===== src/rtl/irb_pkg.sv =====
`default_nettype none
// ============================================================================
//  Module      : irb_pkg
//  Description : Shared defaults and drain-FSM state type for the
//                accumulation buffer (fmo_acc_buffer) and its lane adders.
//  Contents    : PX_W        - default per-lane width (signed)
//                FMO_N_ELEM  - default words per lane
//                FMO_LANES   - default lanes per word
//                drain_state_t - IDLE / DRAIN / LAST
//  Revision    : 1.0 - initial release
// ============================================================================
package irb_pkg;

    localparam int PX_W       = 8;
    localparam int FMO_N_ELEM = 8;
    localparam int FMO_LANES  = 4;

    typedef enum logic [1:0] {
        ST_IDLE  = 2'd0,
        ST_DRAIN = 2'd1,
        ST_LAST  = 2'd2
    } drain_state_t;

endpackage : irb_pkg
`default_nettype wire


===== src/rtl/fmo_acc_buffer_sat_add.sv =====
`default_nettype none
// ============================================================================
//  Module      : sat_add
//  Description : Signed two's-complement adder that clamps to the
//                representable range instead of wrapping.
//  Ports       : a, b - signed operands (DATA_W)
//                y    - saturated sum   (DATA_W)
//  Revision    : 1.0 - initial release
// ============================================================================
module sat_add #(
    parameter int DATA_W = 8
) (
    input  logic [DATA_W-1:0] a,
    input  logic [DATA_W-1:0] b,
    output logic [DATA_W-1:0] y
);

    localparam logic [DATA_W-1:0] c_max = {1'b0, {(DATA_W-1){1'b1}}};
    localparam logic [DATA_W-1:0] c_min = {1'b1, {(DATA_W-1){1'b0}}};

    logic [DATA_W:0] w_sum;

    always_comb begin
        // One guard bit: the top two bits differ exactly on overflow,
        // and the guard bit then carries the true sign of the result.
        w_sum = {a[DATA_W-1], a} + {b[DATA_W-1], b};
        if (w_sum[DATA_W] != w_sum[DATA_W-1]) begin
            y = w_sum[DATA_W] ? c_min : c_max;
        end else begin
            y = w_sum[DATA_W-1:0];
        end
    end

endmodule : sat_add
`default_nettype wire


===== src/rtl/fmo_acc_buffer.sv =====
`default_nettype none
// ============================================================================
//  Module      : fmo_acc_buffer
//  Description : Lane-packed partial-sum tile buffer. Supports overwrite and
//                saturating accumulate (2-stage read-modify-write with
//                forwarding), a 1-cycle write-first random read port, and a
//                ready/valid drain that streams every word in order and
//                clears each word once it has been accepted.
//  Ports       : clk, reset (sync, active high)
//                acc_mode, wr_en, wr_addr, wr_data   - write / accumulate
//                rd_en, rd_addr, rd_data             - random read
//                drain_start, drain_valid, drain_ready,
//                drain_data, drain_done, busy        - tile drain
//  Revision    : 1.0 - initial release
// ============================================================================
module fmo_acc_buffer
    import irb_pkg::*;
#(
    parameter int DATA_W = PX_W,
    parameter int DEPTH  = FMO_N_ELEM,
    parameter int LANES  = FMO_LANES
) (
    input  logic                      clk,
    input  logic                      reset,
    input  logic                      acc_mode,
    input  logic                      wr_en,
    input  logic [$clog2(DEPTH)-1:0]  wr_addr,
    input  logic [LANES*DATA_W-1:0]   wr_data,
    input  logic                      rd_en,
    input  logic [$clog2(DEPTH)-1:0]  rd_addr,
    output logic [LANES*DATA_W-1:0]   rd_data,
    input  logic                      drain_start,
    output logic                      drain_valid,
    input  logic                      drain_ready,
    output logic [LANES*DATA_W-1:0]   drain_data,
    output logic                      drain_done,
    output logic                      busy
);

    localparam int c_addr_w = $clog2(DEPTH);
    localparam int c_word_w = LANES * DATA_W;

    logic [c_word_w-1:0] r_mem [DEPTH];

    drain_state_t        r_state;
    logic                r_start_pend;
    logic [c_addr_w-1:0] r_drain_addr;

    // Accumulate stage 2: operands captured in stage 1, sum written here.
    logic                r_s2_valid;
    logic [c_addr_w-1:0] r_s2_addr;
    logic [c_word_w-1:0] r_s2_old;
    logic [c_word_w-1:0] r_s2_add;
    logic [c_word_w-1:0] w_s2_sum;

    logic                w_idle;
    logic                w_wr_addr_ok;
    logic                w_rd_addr_ok;
    logic                w_start_req;
    logic                w_start_go;
    logic                w_ow;
    logic                w_acc;
    logic                w_rd;
    logic                w_drain_acc;
    logic [c_addr_w-1:0] w_drain_next_addr;
    logic [c_word_w-1:0] w_acc_view;
    logic [c_word_w-1:0] w_rd_view;
    logic [c_word_w-1:0] w_d0_view;

    assign w_idle       = (r_state == ST_IDLE);
    assign w_wr_addr_ok = (32'(wr_addr) < DEPTH);
    assign w_rd_addr_ok = (32'(rd_addr) < DEPTH);

    // A drain request waits while an accumulate is in stage 2. New
    // accumulates are held off while the request is outstanding so the
    // pipeline is guaranteed empty one cycle later and the drain never
    // races a late read-modify-write commit.
    assign w_start_req = w_idle && (drain_start || r_start_pend);
    assign w_start_go  = w_start_req && !r_s2_valid;

    assign w_ow  = w_idle && wr_en && !acc_mode && w_wr_addr_ok;
    assign w_acc = w_idle && wr_en &&  acc_mode && w_wr_addr_ok && !w_start_req;
    assign w_rd  = w_idle && rd_en && w_rd_addr_ok;

    assign w_drain_acc       = (r_state == ST_DRAIN) && drain_valid && drain_ready;
    assign w_drain_next_addr = r_drain_addr + 1'b1;

    generate
        for (genvar i = 0; i < LANES; i++) begin : g_lane
            sat_add #(
                .DATA_W (DATA_W)
            ) u_sat_add (
                .a (r_s2_old[i*DATA_W +: DATA_W]),
                .b (r_s2_add[i*DATA_W +: DATA_W]),
                .y (w_s2_sum[i*DATA_W +: DATA_W])
            );
        end
    endgenerate

    // Stage-1 operand: forward the sum still in flight to the same word so
    // back-to-back accumulates chain correctly.
    always_comb begin
        w_acc_view = r_mem[wr_addr];
        if (r_s2_valid && (r_s2_addr == wr_addr)) begin
            w_acc_view = w_s2_sum;
        end
    end

    // Read result reflects whatever is written at this same edge; an
    // overwrite beats a simultaneous stage-2 commit to the same word.
    always_comb begin
        w_rd_view = r_mem[rd_addr];
        if (r_s2_valid && (r_s2_addr == rd_addr)) begin
            w_rd_view = w_s2_sum;
        end
        if (w_ow && (wr_addr == rd_addr)) begin
            w_rd_view = wr_data;
        end
    end

    // First drained word, including an overwrite landing on the start edge.
    always_comb begin
        w_d0_view = r_mem[0];
        if (w_ow && (wr_addr == '0)) begin
            w_d0_view = wr_data;
        end
    end

    // Storage is deliberately not reset; writes are simply suppressed
    // during the reset cycle.
    always_ff @(posedge clk) begin
        if (!reset) begin
            if (r_s2_valid) begin
                r_mem[r_s2_addr] <= w_s2_sum;
            end
            if (w_ow) begin
                r_mem[wr_addr] <= wr_data;
            end
            if (w_drain_acc) begin
                r_mem[r_drain_addr] <= '0;
            end
        end
    end

    always_ff @(posedge clk) begin
        if (reset) begin
            r_state      <= ST_IDLE;
            r_start_pend <= 1'b0;
            r_drain_addr <= '0;
            r_s2_valid   <= 1'b0;
            r_s2_addr    <= '0;
            r_s2_old     <= '0;
            r_s2_add     <= '0;
            rd_data      <= '0;
            drain_valid  <= 1'b0;
            drain_data   <= '0;
            drain_done   <= 1'b0;
            busy         <= 1'b0;
        end else begin
            r_s2_valid <= w_acc;
            if (w_acc) begin
                r_s2_addr <= wr_addr;
                r_s2_old  <= w_acc_view;
                r_s2_add  <= wr_data;
            end

            if (w_rd) begin
                rd_data <= w_rd_view;
            end

            drain_done <= 1'b0;

            case (r_state)
                ST_IDLE: begin
                    if (w_start_go) begin
                        r_state      <= ST_DRAIN;
                        r_start_pend <= 1'b0;
                        r_drain_addr <= '0;
                        drain_data   <= w_d0_view;
                        drain_valid  <= 1'b1;
                        busy         <= 1'b1;
                    end else if (w_start_req) begin
                        r_start_pend <= 1'b1;
                    end
                end
                ST_DRAIN: begin
                    if (w_drain_acc) begin
                        if (32'(r_drain_addr) == DEPTH - 1) begin
                            r_state     <= ST_LAST;
                            drain_valid <= 1'b0;
                            drain_done  <= 1'b1;
                        end else begin
                            r_drain_addr <= w_drain_next_addr;
                            drain_data   <= r_mem[w_drain_next_addr];
                        end
                    end
                end
                ST_LAST: begin
                    r_state <= ST_IDLE;
                    busy    <= 1'b0;
                end
                default: begin
                    r_state <= ST_IDLE;
                end
            endcase
        end
    end

endmodule : fmo_acc_buffer
`default_nettype wire


===== config.mk =====
export PLATFORM = sky130hd
export DESIGN_NAME = fmo_acc_buffer
export DESIGN_NICKNAME = d
export VERILOG_FILES = /design/src/rtl/irb_pkg.sv /design/src/rtl/fmo_acc_buffer_sat_add.sv /design/src/rtl/fmo_acc_buffer.sv
export SDC_FILE = /design/constraint.sdc
export NUM_CORES = 1
export LEC_CHECK = 0
export ABC_CLOCK_PERIOD_IN_PS = 3270
export BUFFER_PORTS_ARGS = -buffer_cell sky130_fd_sc_hd__buf_2
export CAP_MARGIN = 5
export CORE_ASPECT_RATIO = 0.5
export CORE_MARGIN = 2
export CORE_UTILIZATION = 58
export CTS_BUF_LIST = sky130_fd_sc_hd__clkbuf_8
export CTS_CLUSTER_SIZE = 8
export DETAILED_ROUTE_END_ITERATION = 16
export MAX_ROUTING_LAYER = met4
export PLACE_DENSITY = 0.83
export SLEW_MARGIN = 15
export SYNTH_ARGS = -nofsm -noshare
export SYNTH_HDL_FRONTEND = slang
export SYNTH_SLANG_ARGS = --single-unit

===== constraint.sdc =====
create_clock -name clk -period 3.27 [get_ports clk]
set_input_delay 0.1635 -clock clk [delete_from_list [all_inputs] [get_ports clk]]
set_output_delay 0.1635 -clock clk [all_outputs]
set_load 0.05 [all_outputs]

==> impl_metrics.env <==
export IMPL_total_power_mw=12.5
export IMPL_drt_iter0_markers=3879
export IMPL_cp_data_arrival_time_ns=3.69
export IMPL_hp_start="wr_addr[0]"
export IMPL_clk_path_buf_depth=3
export IMPL_endpoint_kind="flip-flop"
export IMPL_status="finished clean"
export IMPL_tightest_slew_ns=1.21
export IMPL_clk_latency_ns=0.67
export IMPL_relSlewSlack_pct=19.2
export IMPL_powerDensity_nw_per_um2=438
export IMPL_drt_wirelength_per_cell_um=28.3
export IMPL_clkPwrFrac_pct=30.5
export IMPL_worstPathCellList="ha_4 > a211oi_2 > nor2_2 > o21a_1 > o21ai_2 > o2bb2ai_2 > xnor2_1 > ha_1 > buf_4 > buf_4 > o211ai_1 > buf_4 > o31ai_2 > buf_4 > a21oi_1 > o21ai_0"
export IMPL_syn_to_final_growth_pct=13.5
export IMPL_pwr_share_comb_pct=23.2
export IMPL_worstSetupStartpoint="r_s2_old[9]"
export IMPL_final_nets=2564
export IMPL_cts_tree="done"
export IMPL_die_h_um=151
export IMPL_synthCells=2357
export IMPL_viasPerCell=7.30
export IMPL_antenna_found_initial=1
export IMPL_power_switching_mw=4.01
export IMPL_syn_cell_area_um2=25100
export IMPL_finalWirelength_um=87900
export IMPL_crit_type="flip-flop to flip-flop"
export IMPL_switching_share_pct=32.2
export IMPL_share_seq_of_total_power_pct=46.2
export IMPL_place_gp_congestion=0.960
export IMPL_num_fill_cells=3005
export IMPL_postPlaceCellArea_um2=26800
export IMPL_p_leak_nw=10.1
export IMPL_instances_no_fill=3102
export IMPL_syn_nets=2446
export IMPL_clk_root_buffer_cell="clkbuf_8"
export IMPL_synthFlopType="edfxtp_1"
export IMPL_min_path_type="input pin to flip-flop"
export IMPL_crit_slowest_cell="dfxtp_4"
export IMPL_rows=53
export IMPL_cts_sinks=397
export IMPL_ys_seq_area_share_pct=41.9
export IMPL_ys_warn_count=0
export IMPL_finalSetupViolations=0
export IMPL_synth_xor_area_share_pct=0.558
export IMPL_path_common_cell="buf_4"
export IMPL_cts_made_buffers=59
export IMPL_final_area_um2=28500
export IMPL_utilization_pct=67.2
export IMPL_grt_max_degree=89
export IMPL_htreeDepth=2
export IMPL_synth_adder_area_share_pct=2.51
export IMPL_rr_startpoint="r_s2_old[9]"
export IMPL_clock_skew_final_ns=0.0418
export IMPL_start_util_pct=59.3
export IMPL_muxShareOfSynthArea_pct=22.8
export IMPL_crit_fanout=9
export IMPL_ant_nets=0
export IMPL_max_freq_mhz=311
export IMPL_synth_top_family_by_area="multiplexers"
export IMPL_place_ws_ns=-0.0842
export IMPL_synthSimpleGateAreaFrac_pct=13.4
export IMPL_grt_pass1_wl_um=130000
export IMPL_placed_cells=2943
export IMPL_synth_edf_count=256
export IMPL_fin_crit_sh_pct=98.2
export IMPL_slowest_delay_ns=0.36
export IMPL_setup_ws_ns=0.0576
export IMPL_drtPass1Iterations=9
export IMPL_drive_gt1_share_pct=24.7
export IMPL_die_area_um2=45100
export IMPL_cp_required_ns=3.74
export IMPL_drv_slew=0
export IMPL_grt_pass1_vias=21892
export IMPL_core_area_um2=42400
export IMPL_grt_ovfl_total=0
export IMPL_drc=0
export IMPL_path_clk_slew_ns=0.07
export IMPL_ios=112
export IMPL_ys_types=82
export IMPL_die_w_um=298
export IMPL_fin_crit_ns=3.21
export IMPL_numPortBuffers=111
export IMPL_finalHoldViolations=0
export IMPL_intPower_mw=8.46
export IMPL_dpl_hpwl_um=53700
export IMPL_avgSynthCellArea_um2=10.7
export IMPL_crit_path_start_kind="flip-flop"
export IMPL_ys_ff_latch=397
export IMPL_synth_compound_area_share_pct=14.5
export IMPL_peakVddDrop_v=0.000286
export IMPL_vias=22653
export IMPL_ys_async_sr_fraction_pct=0
export IMPL_grt_usage_pct=39.6
export IMPL_maxCapViolCount=0
## flip-flops by register name, indices dropped and copies added, names as in the netlist
name          cells
r_start_pend      1
busy              1
r_drain_addr      3
drain_valid       1
drain_done        1
drain_data       32
r_s2_addr         3
r_s2_old         32
r_s2_add         32
rd_data          32
r_s2_valid        1
r_mem           256
r_state           2
## metrics by stage
step           setup TNS, ns  hold slack, ns
4_1_cts                    0          0.0611
5_1_grt                -1.50          0.0846
2_1_floorplan         -20.96           0.292
3_5_place_dp          -0.458           0.436
3_3_place_gp               0           0.442
6_report                   0          0.0854
## cells in the mapped netlist (7+ instances only)
cell / instances / area, µm²
and2_1: 24 / 150
nor3_1: 30 / 150
edfxtp_1: 256 / 7690
mux4_2: 192 / 4320
a21oi_1: 308 / 1540
a211oi_1: 20 / 150
clkbuf_1: 115 / 432
nor4b_1: 9 / 78.8
o21ai_1: 14 / 70.1
a31oi_1: 34 / 213
nand3_1: 20 / 100
mux2i_1: 132 / 1320
a32o_1: 32 / 320
xnor2_1: 12 / 105
buf_2: 57 / 285
nand2b_1: 9 / 56.3
and3_1: 9 / 56.3
o31a_1: 7 / 61.3
o211ai_1: 13 / 97.6
nor2_1: 234 / 878
ha_1: 40 / 500
inv_1: 19 / 71.3
buf_4: 20 / 150
nor3b_1: 29 / 218
o21a_1: 14 / 105
o21ai_0: 66 / 330
buf_1: 28 / 105
a211o_1: 14 / 123
dfxtp_1: 141 / 2820
nor2b_1: 18 / 113
nand2_1: 306 / 1150
o31ai_1: 9 / 67.6
## final cells by class
cell class | instances | area [µm²] | share of cell area, %
diodes | 2 | 5.00 | 0.0176
repair buffers | 283 | 2220 | 7.80
clock inverters | 46 | 180 | 0.632
multi-input cells | 1715 | 13900 | 48.8
flip-flops and latches | 397 | 10500 | 36.9
inverters | 19 | 71.3 | 0.250
clock buffers | 63 | 867 | 3.04
well taps | 577 | 722 | 2.53
## power groups by stage
stage	clock, mW	sequential [mW]	combinational [mW]
floorplan	0	6.09	1.64
global placement	0	5.85	2.58
detailed placement	0	5.86	2.68
CTS	3.77	5.75	2.75
global route	3.98	5.77	3.06
finish	3.81	5.76	2.90
## cell families after synthesis
family,count (synthesis)
buf+inv,245
flops,397
compound gates,587
mux,330
xor+xnor,16
fa+ha+maj,49
simple gates,733
## metal layers
metal / wire [µm] / vias up / global-route usage, %
met5: 0 / - / -
met4: 6480 / 0 / 24.4
met3: 14600 / 622 / 12.8
met2: 38300 / 2279 / 59.4
met1: 28500 / 10567 / 47.1
li1: - / 9185 / -
## worst max-delay path: cells and delay by family, from the launching register on
kind	cells	cell delay [ns]
buffers and inverters	4	0.69
AOI/OAI and AO/OA	8	1.21
DFF	1	0.36
adders and majority gates	2	0.59
xor gates and xnor gates	1	0.10
and+or+nand+nor	1	0.06
## final timing paths
check | to | slack [ns] | cells past startpoint
setup reg to reg | rd_data[11] | 0.06 | 16
setup / recovery | rd_data[11] | 0.06 | 16
hold / removal | r_s2_addr[0] | 0.09 | 3
hold reg to reg | r_s2_add[14] | 0.46 | 2
## what timing repair did
item,4_1_cts,5_1_grt
resized for setup,6,37
setup buffers,0,13
setup endpoints to repair,14,162
hold buffers,35,0
pin swaps,1,20
endpoints found under the hold margin,76,0
## cells in the final DEF, fill, tap and decap left out, drive strengths merged, types with 18 or more instances in the layout
cell,instances
clkbuf,63
dlygate4sd3,35
o21ai,80
nor3,32
mux4,192
a31oi,34
a32o,32
nor2,234
a21oi,308
mux2i,132
buf,248
inv,60
and2,25
nand2,306
edfxtp,256
a211oi,23
nand3,25
ha,40
nor3b,29
nor2b,18
dfxtp,141
Note: power is estimated with default switching activity, not from simulation.
